<file path="config.mk">
export PLATFORM = sky130hd
export DESIGN_NAME = dsi_lane_striper
export DESIGN_NICKNAME = d
export VERILOG_FILES = /design/src/rtl/dsi_pkg.sv /design/src/rtl/dsi_byte_fifo.sv /design/src/rtl/dsi_lane_striper.sv
export SDC_FILE = /design/constraint.sdc
export NUM_CORES = 1
export LEC_CHECK = 0
export ABC_AREA = 1
export BUFFER_PORTS_ARGS = -buffer_cell sky130_fd_sc_hd__buf_2
export CAP_MARGIN = 25
export CORE_ASPECT_RATIO = 0.7
export CORE_MARGIN = 4
export CORE_UTILIZATION = 35
export DETAILED_ROUTE_END_ITERATION = 12
export PLACE_DENSITY = 0.47
export SKIP_LAST_GASP = 1
export SYNTH_ARGS = -nofsm -noshare
export SYNTH_HDL_FRONTEND = slang
export SYNTH_SLANG_ARGS = --single-unit
export TNS_END_PERCENT = 1
</file>
<file path="constraint.sdc">
create_clock -name clk_sys -period 4.6 [get_ports clk_sys]
set_input_delay 0.92 -clock clk_sys [delete_from_list [all_inputs] [get_ports clk_sys]]
set_output_delay 0.92 -clock clk_sys [all_outputs]
set_load 0.01 [all_outputs]
</file>
<file path="src/rtl/dsi_pkg.sv">
// Shared definitions for the DSI lane striper.
//   dsi_state_t  : striper FSM states
//   STRB_*       : the only strobe patterns a packet word may carry
//   dsi_word_t   : one word offered by the packet interface
//   strb_legal() : strobe is one of the contiguous low-byte masks
//   strb_bytes() : bytes appended for a strobe (illegal masks count as 4)
package dsi_pkg;

    typedef enum logic [2:0] {
        ST_IDLE,
        ST_FILL,
        ST_STREAM,
        ST_DONE,
        ST_ERROR
    } dsi_state_t;

    localparam logic [3:0] STRB_B1 = 4'h1;
    localparam logic [3:0] STRB_B2 = 4'h3;
    localparam logic [3:0] STRB_B3 = 4'h7;
    localparam logic [3:0] STRB_B4 = 4'hf;

    typedef struct packed {
        logic [31:0] data;
        logic [3:0]  strb;
        logic        last;
    } dsi_word_t;

    function automatic logic strb_legal(input logic [3:0] s);
        return s inside {STRB_B1, STRB_B2, STRB_B3, STRB_B4};
    endfunction

    function automatic logic [2:0] strb_bytes(input logic [3:0] s);
        case (s)
            STRB_B1: return 3'd1;
            STRB_B2: return 3'd2;
            STRB_B3: return 3'd3;
            default: return 3'd4;
        endcase
    endfunction

endpackage

</file>
<file path="src/rtl/dsi_byte_fifo.sv">
// Byte-granular circular buffer: up to 4 bytes pushed and up to MAX_POP
// bytes popped per cycle, both allowed in the same cycle.
//   clk_sys, rst      : clock, synchronous active-high reset
//   clear             : synchronous flush (pointers and count to zero)
//   push/push_data/n  : append push_n low bytes of push_data, byte 0 first
//   pop/pop_n         : drop pop_n bytes from the head
//   peek_data         : the MAX_POP bytes at the head, head byte in bits 7:0
//   count/free        : occupied / free bytes
module dsi_byte_fifo #(
    parameter int DEPTH   = 16,
    parameter int MAX_POP = 4,
    localparam int PW = $clog2(DEPTH),
    localparam int CW = $clog2(DEPTH + 1),
    localparam int NW = $clog2(MAX_POP + 1)
) (
    input  logic                 clk_sys,
    input  logic                 rst,
    input  logic                 clear,
    input  logic                 push,
    input  logic [31:0]          push_data,
    input  logic [2:0]           push_n,
    input  logic                 pop,
    input  logic [NW-1:0]        pop_n,
    output logic [8*MAX_POP-1:0] peek_data,
    output logic [CW-1:0]        count,
    output logic [CW-1:0]        free
);

    logic [7:0]    mem [DEPTH];
    logic [PW-1:0] wr_ptr, rd_ptr;
    logic          do_push, do_pop;

    // Pointer + offset never reaches 2*DEPTH, so one subtraction wraps it;
    // this keeps non-power-of-two depths correct.
    function automatic logic [PW-1:0] wrap(input logic [PW-1:0] base, input int ofs);
        int s;
        s = int'(base) + ofs;
        if (s >= DEPTH) s = s - DEPTH;
        return PW'(s);
    endfunction

    assign free    = CW'(DEPTH) - count;
    // Guards keep the occupancy inside [0, DEPTH] even if a caller misbehaves.
    assign do_push = push && (free >= CW'(push_n));
    assign do_pop  = pop && (CW'(pop_n) <= count);

    always_ff @(posedge clk_sys) begin
        if (do_push) begin
            for (int k = 0; k < 4; k++) begin
                if (k < int'(push_n)) mem[wrap(wr_ptr, k)] <= push_data[8*k +: 8];
            end
        end
    end

    always_ff @(posedge clk_sys) begin
        if (rst || clear) begin
            wr_ptr <= '0;
            rd_ptr <= '0;
            count  <= '0;
        end else begin
            if (do_push) wr_ptr <= wrap(wr_ptr, int'(push_n));
            if (do_pop)  rd_ptr <= wrap(rd_ptr, int'(pop_n));
            count <= count + (do_push ? CW'(push_n) : CW'(0)) - (do_pop ? CW'(pop_n) : CW'(0));
        end
    end

    always_comb begin
        peek_data = '0;
        for (int i = 0; i < MAX_POP; i++) peek_data[8*i +: 8] = mem[wrap(rd_ptr, i)];
    end

endmodule

</file>
<file path="src/rtl/dsi_lane_striper.sv">
// Splits a byte stream from the packet interface across N DSI HS lanes,
// byte i of each beat on lane i.
//   clk_sys, rst          : clock, synchronous active-high reset
//   iface_write_*         : packet words (data, strobe, valid), iface_last_word
//   iface_data_rqst       : ready for the packet interface
//   reg_lanes_number      : active lanes minus one, latched at packet start
//   lines_enable          : run/abort control
//   lanes_ready           : lane controllers accept one beat per cycle
//   lane_data/valid/last  : registered per-lane beat
//   packet_done           : one-cycle pulse after the final beat
//   data_underflow_error,
//   strb_error            : sticky error flags, cleared when leaving ERROR
module dsi_lane_striper
    import dsi_pkg::*;
#(
    parameter int LANES_MAX     = 4,
    parameter int BUF_WORDS     = 4,
    parameter int PREFILL_BYTES = 8,
    localparam int LN_W = (LANES_MAX > 1) ? $clog2(LANES_MAX) : 1
) (
    input  logic                   clk_sys,
    input  logic                   rst,
    input  logic [31:0]            iface_write_data,
    input  logic [3:0]             iface_write_strb,
    input  logic                   iface_write_rqst,
    input  logic                   iface_last_word,
    output logic                   iface_data_rqst,
    input  logic [LN_W-1:0]        reg_lanes_number,
    input  logic                   lines_enable,
    input  logic                   lanes_ready,
    output logic [8*LANES_MAX-1:0] lane_data,
    output logic [LANES_MAX-1:0]   lane_valid,
    output logic [LANES_MAX-1:0]   lane_last,
    output logic                   packet_done,
    output logic                   data_underflow_error,
    output logic                   strb_error
);

    localparam int DEPTH = BUF_WORDS * 4;
    localparam int CW    = $clog2(DEPTH + 1);
    localparam int NW    = $clog2(LANES_MAX + 1);

    dsi_state_t             state;
    dsi_word_t              wr_word;
    logic [NW-1:0]          n_lanes, n_req, m_bytes;
    logic                   last_acc;     // last word already in the buffer
    logic                   accept, stream_fire, final_seen;
    logic [2:0]             push_n;
    logic [CW-1:0]          count, free;
    logic [8*LANES_MAX-1:0] peek, beat_data;
    logic [LANES_MAX-1:0]   beat_valid, beat_last;
    int                     rem_after;

    assign wr_word = '{data: iface_write_data, strb: iface_write_strb, last: iface_last_word};
    assign push_n  = strb_bytes(wr_word.strb);

    // Ready is gated by lines_enable so nothing is taken in an abort cycle.
    assign iface_data_rqst = !rst && lines_enable && !last_acc && (free >= CW'(4))
                             && (state == ST_FILL || state == ST_STREAM);
    assign accept = iface_write_rqst && iface_data_rqst;

    // A beat goes out only with a full N bytes, or a short one once the
    // packet tail is already buffered.
    assign stream_fire = (state == ST_STREAM) && lines_enable && lanes_ready
                         && (int'(count) >= int'(n_lanes) || last_acc);

    always_comb begin
        int t;
        t     = int'(reg_lanes_number) + 1;
        n_req = NW'((t > LANES_MAX) ? LANES_MAX : t);
    end

    always_comb begin
        beat_data  = '0;
        beat_valid = '0;
        beat_last  = '0;
        m_bytes    = (int'(count) < int'(n_lanes)) ? NW'(count) : n_lanes;
        // A lane's byte is its final one when no later beat can reach that
        // lane: the packet tail is known (already in, or arriving now) and
        // fewer than i+1 bytes will remain after this beat.
        rem_after  = int'(count) - int'(m_bytes) + (accept ? int'(push_n) : 0);
        final_seen = last_acc || (accept && wr_word.last);
        for (int i = 0; i < LANES_MAX; i++) begin
            if (i < int'(m_bytes)) begin
                beat_valid[i]      = 1'b1;
                beat_data[8*i +: 8] = peek[8*i +: 8];
                beat_last[i]       = final_seen && (rem_after <= i);
            end
        end
    end

    dsi_byte_fifo #(
        .DEPTH   (DEPTH),
        .MAX_POP (LANES_MAX)
    ) u_fifo (
        .clk_sys   (clk_sys),
        .rst       (rst),
        .clear     (!lines_enable),
        .push      (accept),
        .push_data (wr_word.data),
        .push_n    (push_n),
        .pop       (stream_fire),
        .pop_n     (m_bytes),
        .peek_data (peek),
        .count     (count),
        .free      (free)
    );

    always_ff @(posedge clk_sys) begin
        if (rst) begin
            state                <= ST_IDLE;
            n_lanes              <= NW'(1);
            last_acc             <= 1'b0;
            lane_data            <= '0;
            lane_valid           <= '0;
            lane_last            <= '0;
            packet_done          <= 1'b0;
            data_underflow_error <= 1'b0;
            strb_error           <= 1'b0;
        end else begin
            lane_data   <= '0;
            lane_valid  <= '0;
            lane_last   <= '0;
            packet_done <= 1'b0;
            if (accept && !strb_legal(wr_word.strb)) strb_error <= 1'b1;
            if (accept && wr_word.last) last_acc <= 1'b1;

            if (!lines_enable) begin
                state    <= ST_IDLE;
                last_acc <= 1'b0;
                if (state == ST_ERROR) begin
                    data_underflow_error <= 1'b0;
                    strb_error           <= 1'b0;
                end
            end else begin
                case (state)
                    ST_IDLE: begin
                        state    <= ST_FILL;
                        n_lanes  <= n_req;
                        last_acc <= 1'b0;
                    end
                    ST_FILL: begin
                        if ((int'(count) >= PREFILL_BYTES || last_acc) && lanes_ready)
                            state <= ST_STREAM;
                    end
                    ST_STREAM: begin
                        if (stream_fire) begin
                            lane_data  <= beat_data;
                            lane_valid <= beat_valid;
                            lane_last  <= beat_last;
                            if (last_acc && int'(count) <= int'(n_lanes)) state <= ST_DONE;
                        end else begin
                            data_underflow_error <= 1'b1;
                            state                <= ST_ERROR;
                        end
                    end
                    ST_DONE: begin
                        packet_done <= 1'b1;
                        state       <= ST_IDLE;
                    end
                    ST_ERROR: state <= ST_ERROR;
                    default:  state <= ST_IDLE;
                endcase
            end
        end
    end

endmodule
</file>
---- Word level (Yosys, flattened, before mapping) ----
Memories as Yosys holds them, arrays and structs flattened. A register that Yosys moved wholly into a read port is not among the register bits.
Cells that the tools add are included.
storage, ports and cells
  bits in writable memories ............... 128
  output and inout bits ................... 44
  word-level logic and storage cells ...... 180
  flip-flop bits (word level) ............. 31
  memories ................................ 1
memories
  name        words  bits a word  rd ports  clocked after Yosys merged registers in  wr ports  RTL line             text
  u_fifo.mem  16     8            4         4                                        4         dsi_byte_fifo.sv:29  logic [7:0] mem [DEPTH];
cells by class
  $add $sub $neg .......................... 24
  eq/ne operators ......................... 12
  muxes and demuxes ....................... 52
  reduce and logical (&&, ||, !) cells .... 40
  order comparisons ....................... 30
  bitwise logic cells ..................... 7
operators by type and width
  kind                                                               number
  2-to-1 mux 4 bit                                                   18
  greater-or-equal comparator 5 bit, second input constant           8
  subtractor 4 x 1 -> 4 bit, second input constant                   10
  2-to-1 mux 1 bit                                                   24
  2-to-1 mux 3 bit                                                   8
  adder 4 x 2 -> 5 bit, second input constant                        4
  OR reduction 5 bit                                                 4
  logical AND 1 bit                                                  18
  <= comparator 7 x 3 -> 1 bit, second input constant                2
  less-than comparator 1 x 3 -> 1 bit, first input constant          4
  less-than comparator 2 x 3 -> 1 bit, first input constant          4
  case mux 3 bit (4 select lines)                                    1
  adder 4 x 1 -> 5 bit, second input constant                        2
  adder 4 x 3 -> 5 bit                                               2
  greater-or-equal comparator 4 x 5 -> 1 bit, second input constant  2
  greater-or-equal comparator 5 x 3 -> 1 bit                         2
  case mux 3 bit (3 select lines)                                    1
  adder 6 x 4 -> 7 bit                                               1
  <= comparator 7 x 1 -> 1 bit, second input constant                1
  <= comparator 7 x 2 -> 1 bit, second input constant                1
  NOT 1 bit                                                          7
  equality test 3 x 2 -> 1 bit, second input constant                2
  subtractor 5 x 3 -> 6 bit                                          1
  adder 5 bit                                                        1
  other kinds (28)                                                   37

---- Longest topological paths before layout ----
Gate-level depths: netlist of the first run.
  depth after elaboration ................. 10
  mapped depth ............................ 27
  mapped depth without buffers ............ 26

---- Hierarchy ----
Synthesis of the first run repeated with hierarchy kept, for this count alone.
second synthesis, totals
  cells, all modules ...................... 2743
  area total of the unflattened synthesis .. 17727.0 um^2
modules (own cells, without submodules)
  module            cells each  times used  seq. area each (um^2)  area an instance (um^2)
  dsi_byte_fifo     2442        1           4184.0                 15399.8
  dsi_lane_striper  301         1           1001.0                 2327.2

---- Least setup slack after synthesis of the first run ----
Ideal clock, no wire load.
  kind .................................... flip-flop to flip-flop
  start point ............................. register n_lanes[2]
  end point ............................... register u_fifo.count[4]
  required time ........................... 4480 ps
  period minus slack after synthesis ...... 3944 ps
  cell stages (with the launch flop) ...... 24
  buffers on the path ..................... 1
  setup time .............................. 120 ps
  path slack .............................. 656 ps
  arrival time ............................ 3824 ps
  cells stage by stage .................... dfxtp_1 > inv_1 > ha_1 > nand2_1 > nand2_1 > nand2_1 > nand3_1 > buf_2 > o21ai_0 > ha_1 > inv_1 > ha_1 > inv_1 > nand2_1 > a21oi_1 > nand3_1 > nand2_1 > nor2_1 > fa_1 > fa_1 > o21ai_0 > a21oi_1 > o21ai_0 > a21oi_1
on the way
  word-level cells in the longest chain between the ends .. 6
  elaborated cells on any way between the ends .. 9
  classes of those cells .................. add/sub (1); order compare (3); mux (2); reduce/logical (3)
ends and longest elaborated chain
  item                                                                                               RTL line                                        text
  start, declared                                                                                    dsi_lane_striper.sv:45                          logic [NW-1:0] n_lanes, n_req, m_bytes;
  start signal, assigned                                                                             dsi_lane_striper.sv:139                         n_lanes <= n_req;
  less-than comparator 5 x 3 -> 1 bit or greater-or-equal comparator 5 x 3 -> 1 bit (tied branches)  dsi_lane_striper.sv:77, dsi_lane_striper.sv:65
  2-to-1 mux 3 bit or logical OR 1 bit (tied branches)                                               dsi_lane_striper.sv:77, dsi_lane_striper.sv:65
  <= comparator 3 x 5 -> 1 bit or logical AND 1 bit (tied branches)                                  dsi_byte_fifo.sv:45, dsi_lane_striper.sv:65
  logical AND 1 bit                                                                                  dsi_byte_fifo.sv:45                             assign do_pop = pop && (CW'(pop_n) <= count);
  2-to-1 mux 3 bit (*)                                                                               dsi_byte_fifo.sv:63                             count <= count + (do_push ? CW'(push_n) : CW'(0)) - (do_pop ? CW'(pop_n) : CW'(0));
  subtractor 5 bit (*)                                                                               dsi_byte_fifo.sv:63
  end signal, assigned                                                                               dsi_byte_fifo.sv:63
  end, declared                                                                                      dsi_byte_fifo.sv:25                             output logic [CW-1:0] count,
Mark *: on every way between the ends. The rest lies on a longest branch, timed or not.
A chain may end at the register's enable or synchronous reset.

---- Final worst setup path of the first run ----
Same ends and word-level chain as after synthesis.

==> results of run 1 <==
worst reg2reg max path: cells and delay by family, from the launching register on:
family / cells / cell delay [ns]
adders and majority gates: 5 / 1.70
AOI/OAI and AO/OA: 6 / 0.94
and+or+nand+nor: 8 / 0.87
DFF: 1 / 0.33
buffers and inverters: 3 / 0.18
path summary, 6_finish.rpt:
kind,slack [ns],start,to,depth (start not counted)
setup / recovery,0.48,n_lanes[2]$_SDFFE_PP0P_,u_fifo.count[4]$_SDFF_PP0_,22
hold / removal,0.48,strb_error$_SDFF_PP0_,strb_error$_SDFF_PP0_,1
setup reg to reg,0.48,n_lanes[2]$_SDFFE_PP0P_,u_fifo.count[4]$_SDFF_PP0_,22
hold reg to reg,0.48,strb_error$_SDFF_PP0_,strb_error$_SDFF_PP0_,1
registers in the layout, indices dropped and copies added, names as in the netlist:
register	count
u_fifo.mem	128
lane_data	32
u_fifo.count	5
lane_last	4
lane_valid	4
u_fifo.rd_ptr	4
u_fifo.wr_ptr	4
n_lanes	3
state	3
data_underflow_error	1
last_acc	1
packet_done	1
strb_error	1
cells by family (layout without fill, tap and decap cells):
family          count (synthesis)  count (layout)
xor+xnor                       12              12
compound gates                643             643
flops                         191             191
mux                            35              35
fa+ha+maj                      38              38
buf+inv                       358             396
simple gates                  963             963
per-layer routing:
layer | wire length [um] | track usage
met1 | 34790 | 0.4780
met2 | 29530 | 0.4396
met3 | 8053 | 0.06538
met4 | 2929 | 0.1156
met5 | 27 | 0
cell usage in the layout (no fill, tap or decap), drive strengths merged, types with 4 or more instances in the layout:
cell	netlist	final
a21oi	137	137
a22oi	22	22
a31oi	73	73
buf	32	139
clkbuf	101	18
clkinv	6	8
dfxtp	63	63
edfxtp	128	128
fa	6	6
ha	32	32
inv	219	228
mux2i	35	35
nand2	607	607
nand3	82	82
nand4	11	11
nor2	246	246
nor3	13	13
o2111ai	8	8
o211ai	86	86
o21ai	258	258
o221ai	4	4
o22ai	30	30
o31ai	15	15
xnor2	5	5
xor2	7	7
cell type report:
type	instances	area [um^2]
clock buffers	18	429.2
clock inverters	14	188.9
fillers	4528	25730
inverters	225	844.6
multi-input cells	1691	8657
flip-flops and latches	191	5110
well taps	552	690.7
repair buffers	139	838.3
metrics by stage:
stage          setup WS [ns]  total power, mW  hold slack, ns  instances
2_1_floorplan         0.6565            2.168          0.4457       2240
3_3_place_gp          0.4560            2.398          0.4462       2797
3_5_place_dp          0.3134            2.396          0.4668       2797
4_1_cts               0.2699            4.008          0.4855       2829
5_1_grt              0.04399            4.138          0.5131       2830
6_report              0.4795            3.996          0.4826       2830
power groups by stage:
stage	Clock, mW	Combinational (mW)	Sequential, mW
6_report	1.62	0.535	1.84
2_1_floorplan	0	0.286	1.88
5_1_grt	1.72	0.570	1.85
3_5_place_dp	0	0.511	1.88
4_1_cts	1.65	0.513	1.84
3_3_place_gp	0	0.514	1.88
==> reports/results.ini, run 1 <==
[timing]
rsz0062_at_grt = false
setup_tns_ns = 0
timing.fmax_ghz = 0.2427
min_period_ns = 4.120
timing.final.crit_share = 0.8958
tightest_slew_ns = 1.021
slew_headroom = 0.3188
slew_violations = 0
finClkSkew_ns = 0.01322
setup_viol = 0
finalHoldViolCount = 0

[route]
drt-total-wl_mm = 75.33
vias = 16770
drc = 0
vias_per_cell = 5.926
routedWlPerCell_um = 26.62
drt_pass1_iterations = 6
antenna_left = 0
drt_iter0_drc = 2337

[placement]
placed_area_mm2 = 0.01613
io_buffer_count = 87
gp_congestion = 1.007
dpl.hpwl_mm = 57.00

[synthesis]
yosysSeqAreaShare = 0.3377
synthMuxAreaShare = 0.02317
synth_nets = 2322
yosys_warnings = 0
synthTopCellsByArea = edfxtp_1 25%, nand2_1 15%, o21ai_0 8.4%
synth_top_area_share = 0.2543
yosysTopAreaCell = edfxtp_1
syn_area_mm2 = 0.01512
yosysMostFrequentCell = nand2_1
synth-xor-area-share = 0.006952
synth_compound_area_frac = 0.2471
synth_edf_count = 128
yosys.area_share.simple = 0.2601
synth.distinct_cells = 45
syn_avg_cell_area_um2 = 6.749
synthTopCellsByCount = 597 x nand2_1, 253 x o21ai_0, 234 x nor2_1
synth_cells = 2240
synth-async-reset-ratio = 0
synth_top_family_by_area = simple AND/OR/NAND/NOR gates
ys_seq_elements = 191
synth-main-ff-cell = edfxtp_1
synth_fa_ha_area_frac = 0.03443

[critical_path]
cpMostUsedCell = nand2_1
crit_family = adder cells
max_stage_delay_ns = 0.52
critical_path_arrival_ns = 4.48
critPathMaxFanout = 9
cp-start-kind = flip-flop
worstPathRequired_ns = 4.96
slowest_stage = fa_1
crit_path_end_kind = flip-flop
crit_type = flip-flop to flip-flop
crit_buf_inv = 3
cp_cell_sequence = inv_1 > ha_1 > nand2_1 > nand2_1 > nand2_1 > nand3_1 > o21ai_1 > ha_1 > inv_1 > ha_1 > inv_1 > nand2_1 > a21oi_1 > nand3_1 > nand2_2 > nor2_1 > fa_1 > fa_1 > o21ai_0 > a21oi_1 > o21ai_0 > a21oi_1

[floorplan]
top_level_ports = 88
die_w_um = 256.4
start_util = 0.3558
fp.dieH_um = 181.9
fp.coreArea_mm2 = 0.04249
dieArea_mm2 = 0.04663
row_count = 63

[pwr]
clkPwrFrac = 0.405
sequentialPowerShare = 0.462
internal_power_mw = 2.812
p_sw_frac = 0.2962
power_frac_comb = 0.134
leakagePower_nw = 7.118
power.net_switching_mw = 1.184
p_per_area_mw_per_mm2 = 238.4
peakVddDrop_uv = 255.6

[clock_tree]
ctsResizeCount = 0
clk_latency_ns = 0.47
cts_root_buffer = clkbuf_16
cts_tree = done
holdBufCountCts = 0
cts.htree.levels = 4
cts_inserted_buffers = 17
clock_path_buffers = 2
clk_pin_slew_worst_paths_ns = 0.08
post_cts.repair.setup_buffers = 0
cts_sinks = 191

[layout]
drive_gt1_frac = 0.1023
layout-area-overhead-vs-synth_pct = 10.86
final_nets = 2347
antenna_cells = 0
design_area_mm2 = 0.01676
fin_util = 0.3944

[grt]
grt_pass1_vias = 14970
grt_pass1_wl_mm = 107.7
grt_max_degree = 114
grt_usage = 0.3161
grt_antenna_before_repair = 2
grt.overflow.total = 0

[min_path]
hold_class = flip-flop to flip-flop

[status]
status = completed

[job]
maxCapViolations = 0

Power figures use the tool's default switching activity.
==> run 2, diff against run 1 <==
- ABC_AREA: 1 -> unset
- clock period: 4.6 -> 4.4 ns (I/O delays scaled with it)
==> run 2 against run 1 <==
Against the previous run: via count is 22% lower; total power increased by 2.4%; cell area grew 5.0%; hold slack gained 0.048 ns; largest cell class unchanged; largest power group unchanged.
==> reports/results.ini, run 2 <==
[timing]
worst_slack_ns = 0.1954
timing.fmax_ghz = 0.2378
finClkSkew_ns = 0.01535
timing.final.crit_share = 0.9556
min_period_ns = 4.205
slew_violations = 0
setup_viol = 0
slew_headroom = 0.3280
tightest_slew_ns = 1.007
finalHoldViolCount = 0
rsz0062_at_grt = true

[clock_tree]
cts_sinks = 191
clock_path_buffers = 2
cts_inserted_buffers = 17
cts_root_buffer = clkbuf_16
cts_tree = done
holdBufCountCts = 0
cts.htree.levels = 4
clk_latency_ns = 0.48
clk_pin_slew_worst_paths_ns = 0.09

[critical_path]
cp-start-kind = flip-flop
crit_family = adder cells
cp_cell_sequence = inv_1 > ha_1 > nor2b_4 > o221ai_4 > and2_4 > mux2i_2 > inv_1 > ha_2 > inv_2 > ha_4 > o31ai_1 > a21oi_1 > a21oi_2 > a31oi_4 > and2_4 > fa_2 > inv_1 > ha_1 > a21o_1 > a21oi_1 > xor2_1 > nor2_1
crit_path_end_kind = flip-flop
r2r_slack_ns = 0.20
reg2reg_from = n_lanes[1]$_SDFFE_PP0P_
cpMostUsedCell = inv_1
max_stage_delay_ns = 0.55
path_depth = 22
slowest_stage = fa_2
worstPathRequired_ns = 4.73
r2r-end = u_fifo.count[3]$_SDFF_PP0_
crit_path_start = n_lanes[1]$_SDFFE_PP0P_
endpoint = u_fifo.count[3]$_SDFF_PP0_
rr_worst_depth = 22
critPathMaxFanout = 5
critical_path_arrival_ns = 4.53
crit_buf_inv = 4
crit_type = flip-flop to flip-flop

[placement]
dpl.hpwl_mm = 46.49
gp_congestion = 0.9826
place_inst = 2068
io_buffer_count = 87
preCtsSetupSlack_ns = 0.05382

[status]
status = completed

[floorplan]
fp.dieH_um = 183.5
dieArea_mm2 = 0.04747
die_w_um = 258.7
row_count = 63
top_level_ports = 88
fp.coreArea_mm2 = 0.04288
start_util = 0.3591

[synthesis]
yosysMostFrequentCell = mux4_2
yosysTopAreaCell = edfxtp_1
synth_edf_count = 128
synth_compound_area_frac = 0.1315
yosys_warnings = 0
syn_area_mm2 = 0.01540
yosysSeqAreaShare = 0.3315
synth.distinct_cells = 65
synth_top_area_share = 0.2496
synth_nets = 1502
synth_top_family_by_area = multiplexers
ys_seq_elements = 191
synth_cells = 1420
synth-async-reset-ratio = 0
synth-main-ff-cell = edfxtp_1
synthTopCellsByCount = 160 x mux4_2, 128 x edfxtp_1, 124 x nand2_1
syn_avg_cell_area_um2 = 10.84
synth_fa_ha_area_frac = 0.03380
synthTopCellsByArea = edfxtp_1 25%, mux4_2 23%, dfxtp_1 8.2%
yosys.area_share.simple = 0.1206
synth-xor-area-share = 0.01365
synthMuxAreaShare = 0.3270

[layout]
largest_register_ffs = 128
top_register = u_fifo.mem
final_nets = 1588
reg.largest.list = u_fifo.mem x128, lane_data x32, u_fifo.count x5
layout-area-overhead-vs-synth_pct = 14.25
mostFrequentLayoutCells = 160 x mux4_2, 128 x edfxtp_1, 124 x nand2_1
nFillCells = 4150
multiInputGateArea_mm2 = 0.009772
drive_gt1_frac = 0.3140
register_area_mm2 = 0.005112
fin_cells = 2107
final_common_cell = mux4_2

[min_path]
hold_class = flip-flop to flip-flop

[job]
maxCapViolations = 0

[pwr]
power_frac_comb = 0.117
power.net_switching_mw = 1.171
clkPwrFrac = 0.412
p_per_area_mw_per_mm2 = 232.5
power_mw = 4.091
peakVddDrop_uv = 251.5
internal_power_mw = 2.920
leakagePower_nw = 6.242
p_sw_frac = 0.2862
sequentialPowerShare = 0.470

[route]
drt_iter0_drc = 1428
routedWlPerCell_um = 29.29
drc = 0
vias_per_cell = 6.198
antenna_left = 0
vias = 13060
drt-total-wl_mm = 61.72
drt_pass1_iterations = 5

[grt]
grt.overflow.total = 0
grt_pass1_wl_mm = 89.20
grt_pass1_vias = 12270
grt_antenna_before_repair = 5
grt_usage = 0.2589
grt_max_degree = 62

## run 2: cell types whose count changed after synthesis, moves of 66 or more
cell | before | now
inv_1 | 195 | 33
mux4_2 | 0 | 160
nand2_1 | 597 | 124
nand3_1 | 79 | 13
nor2_1 | 234 | 81
o211ai_1 | 86 | 5
o21ai_0 | 253 | 100
## run 2: worst min path at each step
stage | startpoint | endpoint | cells past startpoint
2_1_floorplan | n_lanes[0]$_SDFFE_PP1P_ | n_lanes[0]$_SDFFE_PP1P_ | 1
3_3_place_gp | data_underflow_error$_SDFFE_PP0P_ | data_underflow_error$_SDFFE_PP0P_ | 2
3_5_place_dp | data_underflow_error$_SDFFE_PP0P_ | data_underflow_error$_SDFFE_PP0P_ | 2
4_1_cts | strb_error$_SDFF_PP0_ | strb_error$_SDFF_PP0_ | 2
5_1_grt | data_underflow_error$_SDFFE_PP0P_ | data_underflow_error$_SDFFE_PP0P_ | 2
6_report | data_underflow_error$_SDFFE_PP0P_ | data_underflow_error$_SDFFE_PP0P_ | 2
## run 2: final cells by class
type / instances / share of cell area
Tap cell: 585 / 0.04160
Clock inverter: 15 / 0.01024
Sequential cell: 191 / 0.2906
Timing Repair Buffer: 192 / 0.07026
Antenna cell: 3 / 0.0004267
Clock buffer: 17 / 0.02418
Multi-Input combinational cell: 1070 / 0.5554
Inverter: 34 / 0.007325
## run 2: timing repair
item | in CTS | in global routing
setup endpoints to repair | 0 | 6
setup buffers | 0 | 4
gates resized for setup | 0 | 14
## run 2: stage by stage
stage          instance area (um^2)  hold WS, ns   TNS (ns)  utilization
2_1_floorplan                 15430       0.4646  -0.009021            -
3_3_place_gp                  16900       0.5033          0       0.3941
3_5_place_dp                  16900       0.5201          0       0.3941
4_1_cts                       17510       0.5331          0       0.4083
5_1_grt                       17590       0.5553    -0.1115       0.4102
6_report                      17590       0.5306          0       0.4103
## run 2: power by group through the flow
stage	registers [mW]	clock network, mW	logic, mW
5_1_grt	1.93	1.79	0.516
4_1_cts	1.92	1.72	0.450
3_5_place_dp	1.97	0	0.447
2_1_floorplan	1.96	0	0.280
6_report	1.92	1.69	0.479
3_3_place_gp	1.97	0	0.447
## run 2: kinds of logic (layout without fill, tap and decap cells)
family                   after synthesis  in the layout
XOR/XNOR                              24             24
AO/OA/AOI/OAI                        337            337
other                                  0              3
adder cells (fa/ha/maj)               38             38
flip-flops                           191            191
buffers and inverters                159            258
multiplexers                         298            298
AND/OR/NAND/NOR                      373            373
## run 2: worst reg2reg max path: stages, from the launching register on
cell,delay (ns)
dfxtp_1,0.34
inv_1,0.05
ha_1,0.29
nor2b_4,0.18
o221ai_4,0.11
and2_4,0.16
mux2i_2,0.15
inv_1,0.09
ha_2,0.18
inv_2,0.06
ha_4,0.17
o31ai_1,0.27
a21oi_1,0.10
a21oi_2,0.18
a31oi_4,0.14
and2_4,0.20
fa_2,0.55
inv_1,0.05
ha_1,0.28
a21o_1,0.16
a21oi_1,0.16
xor2_1,0.15
nor2_1,0.05
## run 2: routing by layer
layer / global-route usage / share of wire
met5: 0 / 0.00026
met4: 0.05566 / 0.015
met3: 0.09844 / 0.13
met2: 0.3264 / 0.38
met1: 0.4108 / 0.47
